File: src/rtl/d_encoder_if.sv
// d_encoder_if: request handshake and instruction-memory write port of d_encoder
interface d_encoder_if;
  logic        in_valid;
  logic        in_ready;
  logic        in_load;
  logic        in_size64;
  logic [4:0]  in_rn;
  logic [4:0]  in_rt;
  logic [8:0]  in_offset;
  logic        im_write;
  logic [63:0] im_addr;
  logic [31:0] im_data;
  logic        im_busy;
  modport master (
    output in_valid, in_load, in_size64, in_rn, in_rt, in_offset, im_busy,
    input  in_ready, im_write, im_addr, im_data
  );
  modport slave (
    input  in_valid, in_load, in_size64, in_rn, in_rt, in_offset, im_busy,
    output in_ready, im_write, im_addr, im_data
  );
endinterface

File: src/rtl/d_encoder.sv
// d_encoder: D-format LDUR/STUR word encoder with 2-entry FIFO feeding an instruction-memory write port.
// Define D_ENCODER_BYTE_SIZE_EN to honour in_size64 (8-bit opcodes); otherwise all words use 64-bit opcodes.
module d_encoder (
  input  logic         clock,
  input  logic         reset,
  d_encoder_if.slave   bus,
  input  logic [63:0]  base_addr,
  input  logic         base_load,
  output logic [15:0]  emitted
);
  typedef enum logic [1:0] {IDLE, EMIT, HOLD} state_t;
  state_t      state;
  logic [31:0] mem [2];
  logic        wp, rp, rp_n, sz, push, pop;
  logic [1:0]  cnt, cnt_n;
  logic [31:0] word, head_n;
`ifdef D_ENCODER_BYTE_SIZE_EN
  assign sz = bus.in_size64;
`else
  assign sz = 1'b1;
`endif
  assign pop          = state != IDLE && !bus.im_busy;
  assign bus.in_ready = cnt != 2'd2 || pop;
  assign push         = bus.in_valid && bus.in_ready;
  always_comb begin
    word   = {sz ? 2'b11 : 2'b00, 3'b111, 4'b0000, bus.in_load, 1'b0, bus.in_offset, 2'b00, bus.in_rn, bus.in_rt};
    cnt_n  = cnt + {1'b0, push} - {1'b0, pop};
    rp_n   = rp ^ pop;
    // an entry pushed into the slot that becomes head must bypass the storage
    head_n = (push && wp == rp_n) ? word : mem[rp_n];
  end
  always_ff @(posedge clock or negedge reset) begin
    if (!reset) begin
      state        <= IDLE;
      cnt          <= 2'd0;
      wp           <= 1'b0;
      rp           <= 1'b0;
      mem[0]       <= 32'd0;
      mem[1]       <= 32'd0;
      bus.im_write <= 1'b0;
      bus.im_addr  <= 64'd0;
      bus.im_data  <= 32'd0;
      emitted      <= 16'd0;
    end else if (base_load) begin
      state        <= IDLE;
      cnt          <= 2'd0;
      wp           <= 1'b0;
      rp           <= 1'b0;
      bus.im_write <= 1'b0;
      bus.im_addr  <= base_addr;
    end else begin
      if (push) begin
        mem[wp] <= word;
        wp      <= ~wp;
      end
      if (pop) begin
        bus.im_addr <= bus.im_addr + 64'd4;
        emitted     <= emitted + 16'd1;
      end
      if (cnt_n != 2'd0) bus.im_data <= head_n;
      rp           <= rp_n;
      cnt          <= cnt_n;
      bus.im_write <= cnt_n != 2'd0;
      state        <= cnt_n == 2'd0 ? IDLE : (state != IDLE && bus.im_busy) ? HOLD : EMIT;
    end
  end
endmodule
File: src/flat_wrapper.sv
// flat-port wrapper written by rule: the top's interface ports become plain ports
module d_encoder_flat 
  (clock, reset, base_addr, base_load, emitted, bus_in_valid, bus_in_load, bus_in_size64, bus_in_rn, bus_in_rt, bus_in_offset, bus_im_busy, bus_in_ready, bus_im_write, bus_im_addr, bus_im_data);
  d_encoder_if bus_i ();
  input  logic clock;
  input  logic reset;
  input  logic [63:0] base_addr;
  input  logic base_load;
  output logic [15:0] emitted;
  input wire logic [$bits(bus_i.in_valid)-1:0] bus_in_valid;
  input wire logic [$bits(bus_i.in_load)-1:0] bus_in_load;
  input wire logic [$bits(bus_i.in_size64)-1:0] bus_in_size64;
  input wire logic [$bits(bus_i.in_rn)-1:0] bus_in_rn;
  input wire logic [$bits(bus_i.in_rt)-1:0] bus_in_rt;
  input wire logic [$bits(bus_i.in_offset)-1:0] bus_in_offset;
  input wire logic [$bits(bus_i.im_busy)-1:0] bus_im_busy;
  output wire logic [$bits(bus_i.in_ready)-1:0] bus_in_ready;
  output wire logic [$bits(bus_i.im_write)-1:0] bus_im_write;
  output wire logic [$bits(bus_i.im_addr)-1:0] bus_im_addr;
  output wire logic [$bits(bus_i.im_data)-1:0] bus_im_data;
  assign bus_i.in_valid = bus_in_valid;
  assign bus_i.in_load = bus_in_load;
  assign bus_i.in_size64 = bus_in_size64;
  assign bus_i.in_rn = bus_in_rn;
  assign bus_i.in_rt = bus_in_rt;
  assign bus_i.in_offset = bus_in_offset;
  assign bus_i.im_busy = bus_im_busy;
  assign bus_in_ready = bus_i.in_ready;
  assign bus_im_write = bus_i.im_write;
  assign bus_im_addr = bus_i.im_addr;
  assign bus_im_data = bus_i.im_data;
  d_encoder u_core (.clock(clock), .reset(reset), .bus(bus_i), .base_addr(base_addr), .base_load(base_load), .emitted(emitted));
endmodule
File: config.mk
export PLATFORM = sky130hd
export DESIGN_NAME = d_encoder_flat
export DESIGN_NICKNAME = d
export VERILOG_FILES = /design/src/rtl/d_encoder_if.sv /design/src/rtl/d_encoder.sv /design/src/flat_wrapper.sv
export SDC_FILE = /design/constraint.sdc
export NUM_CORES = 1
export LEC_CHECK = 0
export ABC_AREA = 1
export CORE_ASPECT_RATIO = 0.7
export CORE_MARGIN = 10
export CORE_UTILIZATION = 35
export DETAILED_ROUTE_END_ITERATION = 7
export PLACE_DENSITY = 0.58
export SYNTH_ARGS = -nofsm -noshare
export SYNTH_HDL_FRONTEND = slang
export SYNTH_SLANG_ARGS = --single-unit
File: constraint.sdc
create_clock -name clock -period 4.05 [get_ports clock]
set_clock_uncertainty 0.1 [all_clocks]
set_input_delay 1.215 -clock clock [delete_from_list [all_inputs] [get_ports clock]]
set_output_delay 1.215 -clock clock [all_outputs]
set_load 0.02 [all_outputs]
---- After elaboration in Yosys (flattened, before gate mapping) ----
Cells that the tools add are included.
word-level totals
  register bits ........................... 183
  ROM bits ................................ 0
  RAM bits ................................ 0
  input port bits ......................... 90
  bits in latches ......................... 0
  output and inout port bits .............. 114
  memories kept ........................... 0
cells by class
  order comparisons ....................... 3
  add/sub/neg operators ................... 4
  shifts and indexed selects .............. 0
  divide/modulo/power cells ............... 0
  multipliers ............................. 0
  bitwise operators ....................... 5
  equal/unequal tests ..................... 2
  reductions and logical operators ........ 15
  mux-type cells .......................... 17
operators by type and width
  cell                   number
  $mux 32                5
  $mux 64                2
  $add 64x3->64 const B  1
  $bwmux 64              1
  $demux 32 s1           1
  $add 16x1->16 const B  1
  $mux 2                 4
  $reduce_bool 2->1      4
  $reduce_and 2->1       3
  $logic_and 1x1->1      5
  $ge 2x2->1 const B     2
  $mux 1                 4
  $not 1->2              2
  $add 2x1->2            1
  $logic_not 2->1        1
  $lt 2x1->1 const B     1
  $ne 2x2->1 const B     1
  $not 1->1              2
  $sub 2x1->2            1
  $eq 1x1->1             1
  $logic_not 1->1        1
  $logic_or 1x1->1       1
  $xor 1x1->1            1

---- Logic depth before layout (Yosys ltp) ----
Gate-level depths: netlist (run 1).
  word-level depth ........................ 9
  mapped depth ............................ 15
  depth with buffers taken out ............ 14

---- Worst setup path after synthesis (run 1) ----
Ideal clock, no wire load.
  path kind ............................... input port to flip-flop
  start point ............................. input port bus_im_busy
  end point ............................... register u_core.bus.im_data[12]
  arrival ................................. 2,806 ps
  slack ................................... 1,026 ps
  path buffers ............................ 1
  required time ........................... 3,833 ps
  stages on the path ...................... 15
  cell sequence ........................... inv_2 o21ai_4 nand3b_4 nand2_2 ha_1 inv_1 ha_1 xor2_1 nand2_1 nand3_1 nand2_1 inv_1 buf_2 nand2_1 nand2_1
between the ends
  longest elaborated chain between the ends .. 8
  elaborated cells between the ends (all ways) .. 16
  those cells by class .................... 2 x add/sub; 1 x eq/ne; 4 x mux; 2 x bitwise; 7 x reduce/logical
ends and longest elaborated chain
  item                               line                RTL
  start, declared                    flat_wrapper.sv:16  input wire logic [$bits(bus_i.im_busy)-1:0] bus_im_busy;
  $logic_not 1->1 (*)                d_encoder.sv:22     assign pop = state != IDLE && !bus.im_busy;
  $logic_and 1x1->1 (*)              d_encoder.sv:22
  $logic_or 1x1->1 (*)               d_encoder.sv:23     assign bus.in_ready = cnt != 2'd2 || pop;
  via bus_in_ready                   flat_wrapper.sv:17  output wire logic [$bits(bus_i.in_ready)-1:0] bus_in_ready;
  $logic_and 1x1->1 (*)              d_encoder.sv:24     assign push = bus.in_valid && bus.in_ready;
  $add 2x1->2                        d_encoder.sv:27     cnt_n = cnt + {1'b0, push} - {1'b0, pop};
  $sub 2x1->2                        d_encoder.sv:27
  $reduce_bool 2->1                  d_encoder.sv:60     if (cnt_n != 2'd0) bus.im_data <= head_n;
  $reduce_and 2->1 (no source line)  n/a
  end signal, assigned               d_encoder.sv:60
  end, declared                      d_encoder_if.sv:20  output in_ready, im_write, im_addr, im_data
The timed path passes the listed nets; every way through them passes the cells marked *. The select of a mux whose other input is x is not followed.
A chain may end at the register's enable or synchronous reset.

---- Worst setup path in the final report (run 1) ----
  start point ............................. input port bus_im_busy
  end point ............................... output port bus_in_ready
between the ends
  longest elaborated chain between the ends .. 3
ends and longest elaborated chain
  item               line
  $logic_not 1->1    d_encoder.sv:22
  $logic_and 1x1->1  d_encoder.sv:22
  $logic_or 1x1->1   d_encoder.sv:23
  end, declared      flat_wrapper.sv:17
No other way between the ends.

==> results of run 1 <==
state kept, by name (all words and copies together), names as in the netlist:
register             flops
u_core.bus.im_addr      64
u_core.wp                1
u_core.bus.im_write      1
u_core.mem              42
u_core.emitted          16
u_core.state             2
u_core.bus.im_data      21
u_core.cnt               2
u_core.rp                1
per-stage QoR:
step	total power [mW]	util, %
after floorplan	3.991	-
after global placement	5.115	44.09
after detailed placement	5.163	44.09
after CTS	6.799	46.37
after global routing	7.257	46.39
final	6.729	46.39
layout make-up:
cell class	count	share of cell area [%]
Clock buffer	20	3.860
Antenna cell	1	0.02115
Clock inverter	11	1.057
Tap cell	331	3.500
Sequential cell	150	31.72
Inverter	141	4.473
Timing Repair Buffer	212	17.88
Multi-Input combinational cell	971	37.49
metal layers:
| metal | track usage (%) | wire length [um] | share of wire, % | up-vias |
|---|---|---|---|---|
| met5 | 0 | 13 | 0.041 | - |
| met4 | 5.633 | 457 | 1.4 | 2 |
| met3 | 6.057 | 2656 | 8.4 | 29 |
| met2 | 27.91 | 13190 | 42 | 269 |
| met1 | 28.62 | 15460 | 49 | 4210 |
| li1 | - | - | - | 4435 |
worst max-delay path, cell delays in order:
cell and delay, ps:
clkdlybuf4s50_1 590, inv_2 100, o21ai_4 80, nand3b_4 90
dlymetal6s2s_1 230
how the worst min path moves through the flow:
stage / start / to / slack [ps] / cells past startpoint
2_1_floorplan: u_core.mem[62] / u_core.mem[62] / 320 / 2
3_3_place_gp: u_core.mem[62] / u_core.mem[62] / 340 / 2
3_5_place_dp: u_core.mem[62] / u_core.mem[62] / 340 / 2
4_1_cts: u_core.mem[62] / u_core.mem[62] / 360 / 2
5_1_grt: u_core.mem[30] / u_core.mem[30] / 400 / 2
6_report: u_core.mem[62] / u_core.mem[62] / 360 / 2
timing repair:
| item | in CTS | in global routing |
|---|---|---|
| resized for setup | 0 | 1 |
| hold endpoints to repair | 0 | 0 |
| endpoints found under the setup margin | 0 | 1 |
cell usage in the layout (no fill, tap or decap), types with 7 or more instances in the layout:
cell type | Yosys | final
conb_1 | 1 | 7
o21ai_0 | 104 | 104
nand3_1 | 97 | 97
dfrtp_1 | 150 | 150
clkdlybuf4s50_1 | 0 | 192
nand4_1 | 14 | 14
nand2_1 | 488 | 488
o211ai_1 | 9 | 9
nor2_2 | 10 | 10
nand2_2 | 9 | 9
nor2_1 | 148 | 148
xnor2_1 | 12 | 12
buf_4 | 18 | 14
inv_1 | 139 | 139
clkbuf_16 | 0 | 17
xor2_1 | 25 | 25
power by group:
group / switching [mW] / internal, mW / total (mW) / leakage [nW]
Combinational: 1.61 / 1.11 / 2.71 / 3.29
Sequential: 0.440 / 1.97 / 2.41 / 1.85
Clock: 0.666 / 0.938 / 1.60 / 0.282
cell families (layout without fill, tap and decap cells):
group | Yosys count | after routing
other | 1 | 8
flip-flops | 150 | 150
AO/OA/AOI/OAI | 137 | 137
adder cells (fa/ha/maj) | 4 | 4
XOR/XNOR | 37 | 37
buffers and inverters | 194 | 384
AND/OR/NAND/NOR | 786 | 786
==> flow_summary.toml, run 1 <==
[synthesis]
yosysSeqAreaShare_pct = 41.68
dominantRegCellSynth = "dfrtp_1"
synth-edff-count = 0
yosys.cell_count.top_type = "nand2_1"
seq_cells_post_synth = 150
synth-adder-area-share_pct = 0.5558
ys_types = 40
synth_area_per_cell_um2 = 6.879
yosysWarningCount = 0
yosys-mux-area-fraction_pct = 0
synth_commonest_cells = "488 x nand2_1, 150 x dfrtp_1, 148 x nor2_1, 139 x inv_1, 104 x o21ai_0"
post_synth_inst_count = 1309
post_synth_and_or_nand_nor_area_fraction_pct = 36.38
synth.top_cells.by_area = "dfrtp_1 42%, nand2_1 20%, nor2_1 6.2%, inv_1 5.8%, o21ai_0 5.8%"
yosys.area_share.xor_xnor_pct = 3.599
netlist.area_leader.share_pct = 41.68
synth_top_area_cell = "dfrtp_1"
dominant_combinational_cell_family_by_area_after_synthesis = "simple AND/OR/NAND/NOR gates"
syn_area_um2 = 9005
synth_compound_area_share_pct = 8.434
asyncSetResetFlopFracSynth_pct = 100.0

[sta]
tightest_slew_ps = 769.8
finalSetupViolCount = 0
timing_max_transition_violations_final = 0
layout_setup_ws_ps = 424.5
finalWorstPathRequiredPeriod_ps = 3626
worst_slew_margin_pct = 48.68
final.period_utilization_pct = 89.52
report.final.hold_viol_count = 0
max_freq_mhz = 275.8
final.setup.tns_ps = 0
timing.hold.ws_ps = 356.6
unrepaired_setup_endpoints_after_global_routing = "false"

[run]
timing.max_cap.violations = 0

[grt]
maximum_number_of_pins_on_one_net_before_global_route_repair = 71
grt_antenna_before_repair = 2
track_usage_pct = 19.91
grt_pass1_vias = 8737
grt_pass1_wl_um = 50990
aggregate_global_routing_overflow = 0

[run_status]
status = "completed"

[floorplanning]
chipHeight_um = 154.2
die_w_um = 211.7
io-pin-count = 204
rows = 49
start_util_pct = 35.31
die_area_um2 = 32650
core_region_area_um2 = 25500

[finish]
area_growth_syn_to_layout_pct = 31.40
sequential_cell_area_um2 = 3754
drive_gt1_share_pct = 5.581
fin_nets = 1587
multi_input_comb_area_um2 = 4436
instances_no_fill = 1837
fin_area_um2 = 11830
fillCellCount = 2584

[routing]
drt.antenna.violating_nets = 0
routed_via_density = 4.869
average_wire_per_standard_cell_um = 17.30
vias = 8945
drt_iter0_markers = 692
number_of_detailed_route_iterations_in_the_first_pass = 5
wl_um = 31780
drt_drc_violations_left = 0

[placed_design]
place_hpwl_um = 23820
placement_stage_cell_area_um2 = 11250
globalplace.congestion = 0.9298
numPortBuffers = 195
place_worst_setup_slack_ps = 53.48
post-place-cells = 1805

[setup_path]
cp-endpoint = "bus_in_ready"
cp-end-kind = "output pin"
arrival_ps = 2310
setup.worst_path.class = "in2out"
reg2reg_depth = 12
critical_path.startpoint_type = "primary input"
r2r-start = "u_core.state[1]"
critPathMaxFanout = 3
worst-r2r-setup-slack_ps = 1610
cp.required_ps = 2730
rr_endpoint = "u_core.bus.im_data[30]"
timing.critical_path.from = "bus_im_busy"

[cts]
clock-root-buffer = "clkbuf_16"
cts.reportedPaths.clkPinSlew_ps = 60
worst_skew_pair.late_latency_ps = 430
cts_htree_levels = 4
cts_made_buffers = 17
clock_sink_count = 150
tritoncts_clock_tree = "done"
deepest_clock_path_buffer_count = 2
postCtsHoldBufs = 0
cts_setup_buffers = 0

[min_path]
worst_hold_class = "reg2reg"

[pwr]
worst_vdd_rail_ir_drop_uv = 320.0
total_leakage_power_nw = 5.426
power_density_nw_per_um2 = 568.7
Note: power is estimated with default switching activity, not from simulation.
==> run 2: changes to the inputs <==
--- a/config.mk
+++ b/config.mk
@@ -6,6 +6,7 @@
 export NUM_CORES = 1
 export LEC_CHECK = 0
 export ABC_AREA = 1
+export CAP_MARGIN = 30
 export CORE_ASPECT_RATIO = 0.7
 export CORE_MARGIN = 10
 export CORE_UTILIZATION = 35
==> results of run 2 <==
No change in the layout: final DEF, timing and power equal those of run 1.
==> run 3: changes to the inputs <==
--- a/config.mk
+++ b/config.mk
@@ -7,7 +7,7 @@
 export LEC_CHECK = 0
 export ABC_AREA = 1
 export CAP_MARGIN = 30
-export CORE_ASPECT_RATIO = 0.7
+export CORE_ASPECT_RATIO = 1.4
 export CORE_MARGIN = 10
 export CORE_UTILIZATION = 35
 export DETAILED_ROUTE_END_ITERATION = 7
==> run 3 against run 2 <==
Effect of this change:
- register-to-register slack is essentially flat
- worst hold slack lost 5.1 ps
- worst setup slack lost 250 ps
- global-route usage shrank 0.47 points
- critical path type unchanged
- critical endpoint unchanged
- sequential power is essentially flat
- wire length shrank 0.64%
- die area is essentially flat
- sequential share of layout area is essentially flat
- non-clock buffer count grew 6
==> flow_summary.toml, run 3 (synthesis results as in run 1) <==
[sta]
final.period_utilization_pct = 95.74
report.final.hold_viol_count = 0
unrepaired_setup_endpoints_after_global_routing = "false"
layout_setup_ws_ps = 172.7
finalWorstPathRequiredPeriod_ps = 3877
worst_slew_margin_pct = 46.98
tightest_slew_ps = 794.4
finalSetupViolCount = 0
max_freq_mhz = 257.9
final.setup.tns_ps = 0
timing_max_transition_violations_final = 0

[floorplanning]
chipHeight_um = 209.8
die_area_um2 = 32630
start_util_pct = 35.48
rows = 69
io-pin-count = 204
core_region_area_um2 = 25380
die_w_um = 155.6

[routing]
average_wire_per_standard_cell_um = 17.22
vias = 8819
routed_via_density = 4.811
wl_um = 31570
drt_drc_violations_left = 0
drt.antenna.violating_nets = 0
number_of_detailed_route_iterations_in_the_first_pass = 5
drt_iter0_markers = 444

[pwr]
power_density_nw_per_um2 = 564.6
worst_vdd_rail_ir_drop_uv = 373.8
total_leakage_power_nw = 5.436

[placed_design]
numPortBuffers = 195
globalplace.congestion = 0.9436
place_hpwl_um = 24560
placement_stage_cell_area_um2 = 11260
place_worst_setup_slack_ps = 175.2

[finish]
top_regs = "u_core.bus.im_addr: 64 flops, u_core.mem: 42 flops, u_core.bus.im_data: 21 flops"
area_growth_syn_to_layout_pct = 31.36
postLayoutCoreUtil_pct = 46.60
number_of_flip_flops_under_the_largest_register_name = 64
fin_nets = 1593
drive_gt1_share_pct = 5.820
fin_area_um2 = 11830
biggest_register = "u_core.bus.im_addr"
mostFrequentLayoutCell = "nand2_1"
commonest_cells_after_routing_fill_and_taps_aside = "488 x nand2_1, 193 x clkdlybuf4s50_1, 150 x dfrtp_1, 148 x nor2_1, 139 x inv_1"

[cts]
clock_sink_count = 150
cts_setup_buffers = 0
cts_htree_levels = 4
cts_repair_resize_count = 0
deepest_clock_path_buffer_count = 2
clock-root-buffer = "clkbuf_16"
worst_skew_pair.late_latency_ps = 440
postCtsHoldBufs = 0
cts.reportedPaths.clkPinSlew_ps = 60
tritoncts_clock_tree = "done"
cts_made_buffers = 17

[setup_path]
setup.worst_path.class = "in2out"
arrival_ps = 2560
critical_path.startpoint_type = "primary input"
critPathMaxFanout = 3
cp-end-kind = "output pin"
cp.required_ps = 2730

[grt]
grt_antenna_before_repair = 2
aggregate_global_routing_overflow = 0
maximum_number_of_pins_on_one_net_before_global_route_repair = 63
track_usage_pct = 19.43
grt_pass1_wl_um = 49850
grt_pass1_vias = 9060

[min_path]
worst_hold_class = "reg2reg"

[run_status]
status = "completed"

[run]
timing.max_cap.violations = 0
[run 3: changes by cell type in the layout (fill, tap and decap cells not counted)]
cell             previous run  this run
inv_6                       1         2
clkdlybuf4s50_1           192       193
buf_16                      0         1
clkbuf_8                    2         0
diode_2                     1         2
buf_12                      3         0
dlymetal6s2s_1              1         0
buf_4                      14        22
clkbuf_1                    1         4
clkinv_4                    3         2
[run 3: critical path, stage by stage]
cell	delay, ps
clkdlybuf4s50_1	430
inv_2	100
o21ai_4	70
nand3b_4	90
clkdlybuf4s50_1	650
[run 3: layout make-up]
| type | count | area (um^2) |
|---|---|---|
| inverters | 141 | 529.3 |
| flip-flops and latches | 150 | 3754 |
| diodes | 2 | 5.005 |
| clock inverters | 11 | 125.1 |
| repair buffers | 218 | 2141 |
| clock buffers | 21 | 440.4 |
| fillers | 2671 | 13550 |
| well taps | 319 | 399.1 |
| multi-input cells | 971 | 4436 |
[run 3: final timing paths]
path                                      start                     end  slack, ps  cells past startpoint
worst max-delay path                bus_im_busy            bus_in_ready        170                      5
worst min-delay path             u_core.mem[62]          u_core.mem[62]        350                      2
worst max register to register  u_core.state[1]  u_core.bus.im_data[30]       1620                     12
worst min register to register   u_core.mem[62]          u_core.mem[62]        350                      2
max in group asynchronous                 reset  u_core.bus.im_addr[34]       2570                      2
min in group asynchronous                 reset          u_core.mem[36]        600                      1
[run 3: metal layers]
| metal | global-route usage [%] | vias to the layer above | wire [um] |
|---|---|---|---|
| met2 | 35.44 | 222 | 16740 |
| met5 | 0 | - | 0 |
| met1 | 20.37 | 4075 | 11840 |
| met3 | 5.586 | 56 | 1925 |
| met4 | 7.536 | 0 | 1065 |
| li1 | - | 4466 | - |
[run 3: through the flow]
stage,instances,power (mW),hold WS [ps]
final,1833,6.679,351.5
after global routing,1831,7.208,404.8
after CTS,1831,6.765,358.9
after detailed placement,1799,5.167,341.9
after global placement,1798,5.116,335.8
after floorplan,1315,3.991,321.7
[run 3: where the power goes]
group	internal, mW	total, mW	switching (mW)
logic	1.11	2.71	1.60
registers	1.97	2.40	0.430
clock network	0.909	1.57	0.662
total	3.99	6.68	2.69
